File: src/rtl/adder_arbiter.sv
// Round-robin arbiter feeding a shared two-stage adder pipeline (operand stage, sum stage).
// Results carry the requester index and leave in grant order under res_ready backpressure.
module adder_arbiter #(
  parameter int NUM_REQ = 4,
  parameter int WIDTH   = 32,
  parameter int ID_W    = $clog2(NUM_REQ)
) (
  input  logic                     clock,
  input  logic                     reset,
  input  logic [NUM_REQ-1:0]       req_valid,
  output logic [NUM_REQ-1:0]       req_ready,
  input  logic [NUM_REQ*WIDTH-1:0] req_a,
  input  logic [NUM_REQ*WIDTH-1:0] req_b,
  output logic                     res_valid,
  input  logic                     res_ready,
  output logic [ID_W-1:0]          res_id,
  output logic [WIDTH:0]           res_sum
);

  logic             s1_valid;
  logic [WIDTH-1:0] s1_a;
  logic [WIDTH-1:0] s1_b;
  logic [ID_W-1:0]  s1_id;
  logic             s2_valid;
  logic [WIDTH:0]   s2_sum;
  logic [ID_W-1:0]  s2_id;
  logic [ID_W-1:0]  ptr;

  logic             s1_adv;
  logic             s2_adv;
  logic             found;
  logic [ID_W-1:0]  winner;
  logic [ID_W:0]    cand;
  logic             grant;
  logic [ID_W-1:0]  next_ptr;

  assign s2_adv = !s2_valid || res_ready;
  assign s1_adv = !s1_valid || s2_adv;

  // Search ptr, ptr+1, ... modulo NUM_REQ for the first valid requester.
  always_comb begin
    found  = 1'b0;
    winner = '0;
    cand   = '0;
    for (int k = 0; k < NUM_REQ; k++) begin
      cand = {1'b0, ptr} + (ID_W+1)'(k);
      if (cand >= (ID_W+1)'(NUM_REQ)) begin
        cand = cand - (ID_W+1)'(NUM_REQ);
      end else begin
        cand = cand;
      end
      if (!found && req_valid[cand[ID_W-1:0]]) begin
        found  = 1'b1;
        winner = cand[ID_W-1:0];
      end else begin
        found  = found;
        winner = winner;
      end
    end
  end

  // Grant is gated by reset so req_ready reads zero while reset is held.
  always_comb begin
    grant     = found && s1_adv && !reset;
    req_ready = '0;
    if (grant) begin
      req_ready[winner] = 1'b1;
    end else begin
      req_ready = '0;
    end
    // Explicit wrap keeps non-power-of-two NUM_REQ from reaching unused indices.
    if (winner == ID_W'(NUM_REQ-1)) begin
      next_ptr = '0;
    end else begin
      next_ptr = winner + 1'b1;
    end
  end

  // Pipeline stages and round-robin pointer.
  always_ff @(posedge clock or posedge reset) begin
    if (reset) begin
      s1_valid <= 1'b0;
      s1_a     <= '0;
      s1_b     <= '0;
      s1_id    <= '0;
      s2_valid <= 1'b0;
      s2_sum   <= '0;
      s2_id    <= '0;
      ptr      <= '0;
    end else begin
      if (s2_adv) begin
        s2_valid <= s1_valid;
        s2_sum   <= {1'b0, s1_a} + {1'b0, s1_b};
        s2_id    <= s1_id;
      end
      if (s1_adv) begin
        s1_valid <= grant;
        if (grant) begin
          s1_a  <= req_a[winner*WIDTH +: WIDTH];
          s1_b  <= req_b[winner*WIDTH +: WIDTH];
          s1_id <= winner;
          ptr   <= next_ptr;
        end
      end
    end
  end

  assign res_valid = s2_valid;
  assign res_sum   = s2_sum;
  assign res_id    = s2_id;

endmodule
File: config.mk
export PLATFORM = sky130hd
export DESIGN_NAME = adder_arbiter
export DESIGN_NICKNAME = d
export VERILOG_FILES = /design/src/rtl/adder_arbiter.sv
export SDC_FILE = /design/constraint.sdc
export NUM_CORES = 1
export LEC_CHECK = 0
export CELL_PAD_IN_SITES_DETAIL_PLACEMENT = 0
export CELL_PAD_IN_SITES_GLOBAL_PLACEMENT = 1
export CORE_UTILIZATION = 27
export CTS_CLUSTER_SIZE = 24
export DETAILED_ROUTE_END_ITERATION = 7
export PLACE_DENSITY = 0.75
export SLEW_MARGIN = 10
export SYNTH_ARGS = -nofsm -noshare
export SYNTH_HDL_FRONTEND = slang
export SYNTH_SLANG_ARGS = --single-unit
export TNS_END_PERCENT = 1
File: constraint.sdc
create_clock -name clock -period 3.5 [get_ports clock]
set_clock_uncertainty 0.2 [all_clocks]
set_input_delay 0.7 -clock clock [delete_from_list [all_inputs] [get_ports clock]]
set_output_delay 0.7 -clock clock [all_outputs]
set_load 0.005 [all_outputs]
# Word level (Yosys, flattened, before mapping)

Cells that the tools add are included.

Register bits: 105
Logic and storage cells: 69
Input bits: 263
Output and inout port bits: 40

Shift operators: 2
$add $sub $neg: 9
Reduce and logical (&&, ||, !) cells: 15
Equal/unequal tests: 1
Muxes and demuxes: 24
Order comparisons: 10

Operators by type and width:

| operator                                                                            | count |
|---|---|
| 128-bit by 8-bit indexed part select with 32-bit output                             | 2 |
| 32-bit by 32-bit adder with 33-bit output                                           | 1 |
| 2-bit two-way mux                                                                   | 9 |
| 2-bit by 3-bit < comparator with 1-bit output, second input constant                | 5 |
| 3-bit greater-or-equal comparator, second input constant                            | 3 |
| 1-bit two-way mux                                                                   | 9 |
| 1-bit binary-select mux with 2-bit select                                           | 4 |
| 2-bit by 1-bit subtractor with 2-bit output, second input constant                  | 4 |
| 2-bit by 2-bit adder with 3-bit output, second input constant                       | 2 |
| 1-bit logical AND                                                                   | 6 |
| 1-bit logical NOT                                                                   | 6 |
| 4-bit two-way mux                                                                   | 1 |
| 2-bit by 1-bit adder with 3-bit output, second input constant                       | 1 |
| 2-bit by 3-bit greater-or-equal comparator with 1-bit output, second input constant | 1 |
| 2-bit by 1-bit adder with 2-bit output, second input constant                       | 1 |
| 1-bit demux with 2-bit select                                                       | 1 |
| 2-bit == test, second input constant                                                | 1 |
| 2-bit by 1-bit greater-or-equal comparator with 1-bit output, second input constant | 1 |
| 1-bit logical OR                                                                    | 2 |
| 2-bit AND reduction                                                                 | 1 |

# Depth between registers and ports, before layout

Gate-level depths: netlist of run 1.

Depth after elaboration: 19
Mapped depth: 10
Gate-level depth less buffers: 9

# Worst setup path before layout of run 1

Ideal clock, no wire load.

Path kind: input -> output
From: input req_valid[2]
To: output req_ready[2]
Buffers on the path: 2
Data required time: 2.600 ns
Path slack: 0.421 ns
Stages on the path: 8
Arrival: 2.179 ns
Path through: mux2i_1 > nor2_1 > nor3_1 > clkbuf_1 > clkbuf_1 > inv_1 > ha_1 > and3_1

Longest elaborated chain between the ends: 17
Elaborated cells between the ends (all ways): 30
Classes of those cells: order compare: 2; mux: 19; reduce/logical: 9

RTL lines:

| item                                                                                                                                                | RTL line | text |
|---|---|---|
| from (decl)                                                                                                                                         | 10       | `input logic [NUM_REQ-1:0] req_valid,` |
| 1-bit binary-select mux with 2-bit select                                                                                                           | 52       | `if (!found && req_valid[cand[ID_W-1:0]]) begin` |
| 1-bit two-way mux (implied by the code)                                                                                                             | 52       |  |
| 1-bit two-way mux                                                                                                                                   | 52       |  |
| 1-bit logical NOT                                                                                                                                   | 52       |  |
| 1-bit logical AND                                                                                                                                   | 52       |  |
| 1-bit two-way mux                                                                                                                                   | 52       |  |
| 1-bit logical NOT                                                                                                                                   | 52       |  |
| 1-bit logical AND                                                                                                                                   | 52       |  |
| [... 2 more ...]                                                                                                                                    | -        |  |
| 1-bit logical AND                                                                                                                                   | 52       |  |
| 2-bit two-way mux *                                                                                                                                 | 52       |  |
| named net winner[0]                                                                                                                                 | 32       | `logic [ID_W-1:0] winner;` |
| 2-bit by 3-bit < comparator with 1-bit output (implied by the code) or 2-bit by 1-bit greater-or-equal comparator with 1-bit output (tied branches) | 67       | `req_ready[winner] = 1'b1;` |
| 1-bit logical AND (implied by the code)                                                                                                             | 67       |  |
| 1-bit two-way mux (implied by the code)                                                                                                             | 67       |  |
| 1-bit demux with 2-bit select *                                                                                                                     | 67       |  |
| 4-bit two-way mux *                                                                                                                                 | 66       | `if (grant) begin` |
| to (decl)                                                                                                                                           | 11       | `output logic [NUM_REQ-1:0] req_ready,` |

Mark *: on every way through the listed nets, which the timed path passes. The rest lies on a longest branch. The select of a mux whose other input is x is not followed.

# Final worst setup path of run 1

From: input req_valid[2]
To: output req_ready[3]

Longest elaborated chain between the ends: 17
Elaborated cells between the ends (all ways): 30
Classes of those cells: order compare: 2; mux: 19; reduce/logical: 9

RTL lines:

| item                                                                                                                                                | RTL line |
|---|---|
| 1-bit binary-select mux with 2-bit select                                                                                                           | 52 |
| 1-bit two-way mux (implied by the code)                                                                                                             | 52 |
| 1-bit two-way mux                                                                                                                                   | 52 |
| 1-bit logical NOT                                                                                                                                   | 52 |
| 1-bit logical AND                                                                                                                                   | 52 |
| 1-bit two-way mux                                                                                                                                   | 52 |
| 1-bit logical NOT                                                                                                                                   | 52 |
| 1-bit logical AND                                                                                                                                   | 52 |
| 1-bit two-way mux                                                                                                                                   | 52 |
| 1-bit logical NOT                                                                                                                                   | 52 |
| 1-bit logical AND                                                                                                                                   | 52 |
| 2-bit two-way mux                                                                                                                                   | 52 |
| 2-bit by 3-bit < comparator with 1-bit output (implied by the code) or 2-bit by 1-bit greater-or-equal comparator with 1-bit output (tied branches) | 67 |
| 1-bit logical AND (implied by the code)                                                                                                             | 67 |
| 1-bit two-way mux (implied by the code)                                                                                                             | 67 |
| 1-bit demux with 2-bit select                                                                                                                       | 67 |
| 4-bit two-way mux *                                                                                                                                 | 66 |

Mark *: on every way between the ends. The rest lies on a longest branch, timed or not. The select of a mux whose other input is x is not followed.

==> impl_metrics.ini, run 1 <==
[run_status]
outcome = completed

[global_routing]
grt_antenna_before_repair = 1
global_route.usage.total_pct = 19.5
grt_first_pass_wirelength_um = 43400
congestion_overflow_gr = 0
largest_net_degree_at_the_start_of_global_routing = 121
grt_pass1_vias = 7774

[finish]
final_layout_size_suffix_gt1_share_pct = 4.44
cell_count_final_fillers_out = 1752
design_area_um2 = 11400
num-nets-final = 1669
area_growth_pct = 50.2

[yosys]
synth_top_cells_by_count = 441 x nand2_1, 158 x o21ai_0, 105 x dfrtp_1, 72 x nand3_1, 61 x clkbuf_1
async_reset_ff_share_pct = 100
yosys-top-cells-area = dfrtp_1 35%, nand2_1 22%, o21ai_0 10%, ha_1 5.9%, nand3_1 4.7%
synth_enable_flop_cells = 0
synthDominantAreaCellType = dfrtp_1
synth_largest_type_area_fraction_pct = 34.6
synth.most_common_cell = nand2_1
synth_cell_types = 60
synth.yosys.warnings = 0
ys_seq_elements = 105
synth_area_um2 = 7600
synth.yosys.seq_area_share_pct = 34.6
synth_fp_nets = 1403
post_synthesis_area_per_instance_um2 = 6.89
syn_inst = 1103
synth_flop_cell = dfrtp_1

[critical_path]
timing.critical_path.required_ns = 2.60
path_class = input pin to primary output
arrival_time_at_the_worst_endpoint_ns = 2.50
crit_path_max_fanout = 4
crit_path_start_kind = input pin
setup.worst_path.end_class = primary output

[job]
timing.max_cap.violations = 0

[timing]
finalMaxSlewViolations = 0
rsz_0062_raised_after_global_routing = no
setup_total_negative_slack_ns = 0
timing.slew.headroom_pct = 55.2
hold_viol = 0
period_minus_slack_ns = 3.40
worst_margin_pin_slew_ns = 0.673
setup_viol = 0
min_period_over_period_pct = 97.3
max_clock_freq_ghz = 0.294
finalHoldWorstSlack_ns = 0.266
final_critical_path_setup_slack_ns = 0.0953

[floorplan]
die_height_um = 170
design.portCount = 303
fp-row-count = 61
effective_utilization_at_floorplan_pct = 27.4
die-area_um2 = 28800
placeableCoreArea_um2 = 27700
die_w_um = 170

[placed_design]
hpwl_um = 22500
detailed_place.area_um2 = 11100
gpl.final_weighted_congestion = 0.876
dp_cells = 1733
port-buffer-count = 302
pre_cts_slack_ns = -0.0688

[detailed_routing]
avgRoutedWirePerCell_um = 16.0
route.antenna.remaining_nets = 0
route.detailed.vias_per_inst = 4.71
postRouteWirelength_um = 28100
drt_first_iter_violations = 594
route.vias.total = 8246
drc = 0
drt_first_pass_iters = 5

[clock_network]
ctsLongestPathBuffers = 2
cts_max_level = 3
cts_tree = done
clkSinkCount = 105
post_cts_hold_buffer_count = 0
ctsRootBufferMaster = clkbuf_16
tritoncts.num_buffers = 9
worst_setup_hold_path_clk_slew_ns = 0.07
worstSkewPairLatency_ns = 0.35

[power]
leakage_nw = 5.10
worst_vdd_rail_ir_drop_v = 0.000381
power_per_cell_area_nw_per_um2 = 753

[hold_path]
min_path_type = flop to flop
final cells by class:
cell class / count / area, um^2
Sequential cell: 105 / 2630
Clock inverter: 5 / 62.6
Timing Repair Buffer: 328 / 3300
Tap cell: 378 / 473
Inverter: 7 / 32.5
Antenna cell: 1 / 2.50
Clock buffer: 10 / 239
Fill cell: 2887 / 16300
Multi-Input combinational cell: 918 / 4690
layer usage:
layer / wire length (um) / GRT usage (%)
met1: 13800 / 28.2
met2: 12200 / 29.2
met3: 1520 / 3.49
met4: 531 / 5.76
met5: 0 / 0
timing repair:
action | in CTS | in global routing
buffers inserted | 2 | 1
hold endpoints to repair | 0 | 0
gates cloned | 0 | 0
pin swaps | 1 | 1
setup endpoints to repair | 4 | 4
resized for setup | 2 | 3
path summary, 6_finish.rpt:
path | start | to | slack, ns | cells past startpoint
max in group asynchronous | reset | s1_a[7] | 1.78 | 3
hold reg to reg | s1_valid | res_valid | 0.27 | 1
setup / recovery | req_valid[2] | req_ready[3] | 0.1 | 7
min in group asynchronous | reset | ptr[0] | 0.55 | 2
hold / removal | s1_valid | res_valid | 0.27 | 1
setup reg to reg | s1_a[0] | res_sum[32] | 0.27 | 9
registers in the layout, indices dropped and copies added, names as in the netlist:
| signal | flops |
|---|---|
| res_sum | 33 |
| s1_a | 32 |
| s1_b | 32 |
| ptr | 2 |
| res_id | 2 |
| s1_id | 2 |
| res_valid | 1 |
| s1_valid | 1 |
power breakdown:
part	total (mW)	internal [mW]	leakage, nW	switching, mW
Combinational	5.41	2.35	3.70	3.06
Clock	1.04	0.576	0.142	0.466
Sequential	2.15	1.76	1.26	0.388
Total	8.60	4.69	5.10	3.91
critical path, cell delays in order:
cell and delay [ns]:
clkdlybuf4s50_1 0.46, mux2i_1 0.16, nor2_1 0.06, nor3_2 0.24, ha_2 0.24, and3_1 0.14, clkdlybuf4s50_1 0.50
cell families (layout without fill, tap and decap cells):
group                    count (synthesis)  in the layout  share of synthesized area [%]
AO/OA/AOI/OAI                          264            264                           20.2
XOR/XNOR                                25             25                           2.88
adder cells (fa/ha/maj)                 37             37                           6.19
buffers and inverters                   80            350                           4.10
flip-flops                             105            105                           34.6
multiplexers                             2              2                          0.280
other                                    0              1                              0
AND/OR/NAND/NOR                        590            590                           31.8
stage by stage:
step / power [mW] / utilization, %
2_1_floorplan: 5.53 / -
4_1_cts: 8.68 / 41.2
3_3_place_gp: 7.53 / 40.0
3_5_place_dp: 7.59 / 40.0
6_report: 8.60 / 41.2
5_1_grt: 9.42 / 41.2
cells in the final DEF (no fill, tap or decap), types with 5 or more instances in the layout:
cell / synthesis / final
nand4_1: 6 / 6
a21o_1: 11 / 11
xor2_1: 16 / 16
nor3_1: 11 / 10
nor2_1: 30 / 30
nand2_1: 441 / 440
dfrtp_1: 105 / 105
clkbuf_16: 0 / 9
and3_1: 7 / 7
inv_1: 7 / 5
buf_4: 0 / 20
ha_1: 36 / 35
xnor2_1: 9 / 9
o21ai_0: 158 / 158
nand3_1: 72 / 72
clkdlybuf4s50_1: 0 / 298
a21oi_1: 46 / 46
buf_12: 0 / 6
o31ai_1: 5 / 5
and2_1: 5 / 5
Power figures use the tool's default switching activity.
==> run 2, diff against run 1 <==
CORE_UTILIZATION = 31   (was 27)
CTS_BUF_LIST = sky130_fd_sc_hd__clkbuf_8   (was not set)
PLACE_DENSITY = 0.81   (was 0.75)
clock period = 3.8 ns   (was 3.5 ns; I/O delays follow)
==> impl_metrics.ini, run 2 (synthesis gave the netlist of run 1 again) <==
[run_status]
outcome = completed

[floorplan]
die_w_um = 159
placeableCoreArea_um2 = 23800
die_height_um = 159
fp-row-count = 56
effective_utilization_at_floorplan_pct = 32.0
design.portCount = 303
die-area_um2 = 25200

[clock_network]
cts_max_level = 3
ctsLongestPathBuffers = 2
worst_setup_hold_path_clk_slew_ns = 0.10
post_cts_hold_buffer_count = 0
cts_tree = done
ctsRootBufferMaster = clkbuf_8
worstSkewPairLatency_ns = 0.39
clkSinkCount = 105
tritoncts.num_buffers = 9
post-cts-setup-buffer-count = 0
ctsResizeCount = 0

[detailed_routing]
postRouteWirelength_um = 28200
drc = 0
drt_first_pass_iters = 6
avgRoutedWirePerCell_um = 16.7
drt_first_iter_violations = 508
route.antenna.remaining_nets = 0
route.detailed.vias_per_inst = 4.92
route.vias.total = 8279

[critical_path]
arrival_time_at_the_worst_endpoint_ns = 2.73
r2r-start = s1_b[0]
path_class = input pin to primary output
crit_path_max_fanout = 6
timing.critical_path.required_ns = 2.84
setup.worst_path.end_class = primary output
crit_path_start = req_valid[0]
worst_r2r_path_depth = 9
crit_path_start_kind = input pin

[timing]
max_clock_freq_ghz = 0.271
rsz_0062_raised_after_global_routing = no
worst_margin_pin_slew_ns = 0.996
period_minus_slack_ns = 3.69
setup_viol = 0
finalMaxSlewViolations = 0
hold_viol = 0
min_period_over_period_pct = 97.1
final_critical_path_setup_slack_ns = 0.109
finalHoldWorstSlack_ns = 0.267
setup_total_negative_slack_ns = 0
timing.slew.headroom_pct = 33.6

[placed_design]
gpl.final_weighted_congestion = 0.883
pre_cts_slack_ns = 0.0871
port-buffer-count = 302
detailed_place.area_um2 = 10900
hpwl_um = 22100
dp_cells = 1665

[finish]
final_layout_size_suffix_gt1_share_pct = 3.52
commonest_cells_after_routing_fill_and_taps_aside = 440 x nand2_1, 302 x clkdlybuf4s50_1, 158 x o21ai_0, 105 x dfrtp_1, 72 x nand3_1
design_area_um2 = 11200
num-nets-final = 1657
largest_register_ffs = 33
final_core_utilization_pct = 47.0
area_growth_pct = 46.9
cell_count_final_fillers_out = 1683
final_common_cell = nand2_1

[power]
power_per_cell_area_nw_per_um2 = 686
report.power.total_mw = 7.66
leakage_nw = 4.99
worst_vdd_rail_ir_drop_v = 0.000502

[hold_path]
worst_hold_startpoint = s1_valid
min_path_type = flop to flop
min_delay_path_depth = 1

[global_routing]
grt_first_pass_wirelength_um = 43000
grt_antenna_before_repair = 2
largest_net_degree_at_the_start_of_global_routing = 128
global_route.usage.total_pct = 22.5
grt_pass1_vias = 7690
congestion_overflow_gr = 0

[job]
timing.max_cap.violations = 0
run 2: cell types whose count changed in the layout (fill, tap and decap cells not counted), sizes merged, moves of 2 or more:
| cell | previous run | this run |
|---|---|---|
| clkdlybuf4s50 | 298 | 302 |
| clkinv | 0 | 3 |
| dlymetal6s2s | 2 | 0 |
| dlygate4sd2 | 2 | 0 |
| clkinvlp | 3 | 0 |
| buf | 26 | 14 |
run 2: per-layer routing:
layer	part of all wire, %	track usage (%)	vias up
met5	0	0	-
met4	1.8	6.50	0
met3	5.7	3.51	25
met2	45	33.9	240
met1	48	32.8	3771
li1	-	-	4243
run 2: power breakdown:
part	internal, mW	switching (mW)	leakage [nW]	total, mW
logic	2.11	2.72	3.61	4.83
clock network	0.387	0.419	0.117	0.805
registers	1.62	0.397	1.26	2.02
run 2: path summary, 6_finish.rpt:
| check | to | slack [ns] |
|---|---|---|
| worst max-delay path | req_ready[1] | 0.11 |
| worst min-delay path | res_valid | 0.27 |
| worst max register to register | res_sum[22] | 0.47 |
| worst min register to register | res_valid | 0.27 |
| max in group asynchronous | s1_b[23] | 2.02 |
| min in group asynchronous | s1_a[1] | 0.60 |
run 2: layout make-up:
class | count | area, um^2
Multi-Input combinational cell | 918 | 4690
Tap cell | 319 | 399
Inverter | 7 | 31.3
Clock buffer | 10 | 138
Fill cell | 2485 | 12600
Clock inverter | 6 | 82.6
Sequential cell | 105 | 2630
Antenna cell | 2 | 5.00
Timing Repair Buffer | 316 | 3190
run 2: critical path: stages:
cell and delay, ns:
clkdlybuf4s50_1 0.55, a21oi_1 0.09, o21a_1 0.18, o22a_4 0.27, inv_4 0.10, ha_1 0.14
and3_1 0.14, clkdlybuf4s50_1 0.50
==> run 3, diff against run 2 <==
ABC_AREA = 1   (was not set)
CORE_UTILIZATION = 32   (was 31)
CTS_BUF_LIST = sky130_fd_sc_hd__clkbuf_4 sky130_fd_sc_hd__clkbuf_8   (was sky130_fd_sc_hd__clkbuf_8)
PLACE_DENSITY = 0.82   (was 0.81)
==> impl_metrics.ini, run 3 <==
[timing]
period_minus_slack_ns = 3.57
setup_viol = 0
max_clock_freq_ghz = 0.280
finalMaxSlewViolations = 0
rsz_0062_raised_after_global_routing = no
worst_margin_pin_slew_ns = 0.929
hold_viol = 0
timing.slew.headroom_pct = 37.9
min_period_over_period_pct = 94.0

[yosys]
post_synthesis_area_per_instance_um2 = 6.14
synth_cell_types = 36
synthDominantAreaCellType = dfrtp_1
synth_fp_nets = 1748
synth_flop_cell = dfrtp_1
synth.most_common_cell = nand2_1
yosys-top-cells-area = dfrtp_1 30%, nand2_1 25%, nand3_1 11%, inv_1 8.6%, ha_1 5.1%
synth_largest_type_area_fraction_pct = 29.6
synth_top_cells_by_count = 590 x nand2_1, 203 x inv_1, 199 x nand3_1, 105 x dfrtp_1, 51 x nor2_1
synth.yosys.warnings = 0
synth.yosys.seq_area_share_pct = 29.6
async_reset_ff_share_pct = 100
syn_inst = 1448
ys_seq_elements = 105
synth_area_um2 = 8880
synth_enable_flop_cells = 0

[job]
timing.max_cap.violations = 0

[finish]
num-nets-final = 2016
diodes = 0
commonest_cells_after_routing_fill_and_taps_aside = 589 x nand2_1, 298 x clkdlybuf4s50_1, 202 x inv_1, 196 x nand3_1, 104 x dfrtp_1
final_layout_size_suffix_gt1_share_pct = 3.43
final_core_utilization_pct = 45.7
area_growth_pct = 39.4
largest_register_ffs = 33
design_area_um2 = 12400
final_common_cell = nand2_1

[detailed_routing]
avgRoutedWirePerCell_um = 15.2
route.antenna.remaining_nets = 0
postRouteWirelength_um = 31800
route.detailed.vias_per_inst = 4.66
drt_first_pass_iters = 4
route.vias.total = 9746
met3_length_um = 1520
met2WireLength_um = 15100
drt_first_iter_violations = 544
top_layer_used = met4
met1Wirelength_um = 14900
drc = 0

[clock_network]
tritoncts.num_buffers = 9
cts_max_level = 3
cts_tree = done
worstSkewPairLatency_ns = 0.39
post_cts_hold_buffer_count = 0
ctsRootBufferMaster = clkbuf_8
worst_setup_hold_path_clk_slew_ns = 0.10
post-cts-setup-buffer-count = 0
clkSinkCount = 105
ctsLongestPathBuffers = 2

[critical_path]
arrival_time_at_the_worst_endpoint_ns = 2.61
path_class = input pin to primary output
crit_path_start_kind = input pin
setup.worst_path.end_class = primary output
crit_path_max_fanout = 5
timing.critical_path.required_ns = 2.84

[floorplan]
fp-row-count = 60
effective_utilization_at_floorplan_pct = 32.8
die-area_um2 = 28400
design.portCount = 303
placeableCoreArea_um2 = 27100
die_w_um = 169
die_height_um = 169

[placed_design]
detailed_place.area_um2 = 12200
port-buffer-count = 302
hpwl_um = 25500
gpl.final_weighted_congestion = 0.912

[global_routing]
global_route.usage.total_pct = 22.6
grt_antenna_before_repair = 0
grt_pass1_vias = 9374
congestion_overflow_gr = 0
grt_first_pass_wirelength_um = 50300
largest_net_degree_at_the_start_of_global_routing = 85

[run_status]
outcome = completed

[power]
power_per_cell_area_nw_per_um2 = 932
leakage_nw = 6.41
worst_vdd_rail_ir_drop_v = 0.000644

[hold_path]
min_path_type = flop to flop
-- run 3: report_power, final --
part           switching, mW  internal [mW]  leakage (nW)  total (mW)
sequential             0.440           1.73          1.28        2.17
clock                  0.420          0.311         0.101       0.731
combinational           5.52           3.12          5.03        8.64
total                   6.38           5.16          6.41        11.5
-- run 3: cells by family (layout without fill, tap and decap cells) --
| logic type | Yosys count | in the layout | synth area share [%] |
|---|---|---|---|
| flops | 105 | 105 | 29.6 |
| compound gates | 105 | 105 | 6.46 |
| buf+inv | 272 | 544 | 13.2 |
| simple gates | 918 | 918 | 44.4 |
| xor+xnor | 11 | 11 | 1.08 |
| fa+ha+maj | 37 | 37 | 5.30 |
-- run 3: critical path, stage by stage --
cell,delay (ns)
clkdlybuf4s50_1,0.48
inv_1,0.06
nand2_1,0.09
nand3_2,0.09
nand2_2,0.12
nor2_1,0.05
nor2_1,0.17
nand2_4,0.08
nand2_4,0.09
inv_2,0.06
ha_1,0.17
inv_1,0.05
nor2_1,0.04
dlygate4sd2_1,0.31
-- run 3: worst paths after layout --
kind,startpoint,endpoint,slack [ns],cells past startpoint
min in group asynchronous,reset,res_valid,0.71,3
worst max-delay path,req_valid[2],req_ready[1],0.23,14
max in group asynchronous,reset,ptr[0],1.42,4
worst min register to register,s1_valid,res_valid,0.26,2
worst min-delay path,s1_valid,res_valid,0.26,2
worst max register to register,ptr[0],s1_b[22],0.67,15
-- run 3: layer usage --
layer	vias up	global-route usage [%]
met4	0	3.91
met5	-	0
met2	253	37.8
met1	4439	31.1
li1	5037	-
met3	17	3.67
-- run 3: what timing repair did --
item,CTS,global route
endpoints found under the setup margin,4,2
pin swaps,0,0
gates resized for setup,7,3
gates cloned,0,0
-- run 3: final cells by class --
type	count	area (um^2)
repair buffers	321	3190
fillers	2911	14700
multi-input cells	1071	5110
well taps	372	465
clock buffers	9	124
clock inverters	6	73.8
inverters	208	785
flip-flops and latches	105	2630
-- run 3: through the flow --
step	cells	total power, mW	TNS [ns]	hold slack (ns)	setup slack (ns)
after floorplan	1448	8.26	-1.08	0.223	-0.269
after global placement	2077	10.8	-0.438	0.227	-0.145
after detailed placement	2077	10.9	-0.602	0.237	-0.204
after CTS	2092	11.7	0	0.262	0.131
after global routing	2092	12.9	0	0.297	0.0253
final	2092	11.5	0	0.261	0.229
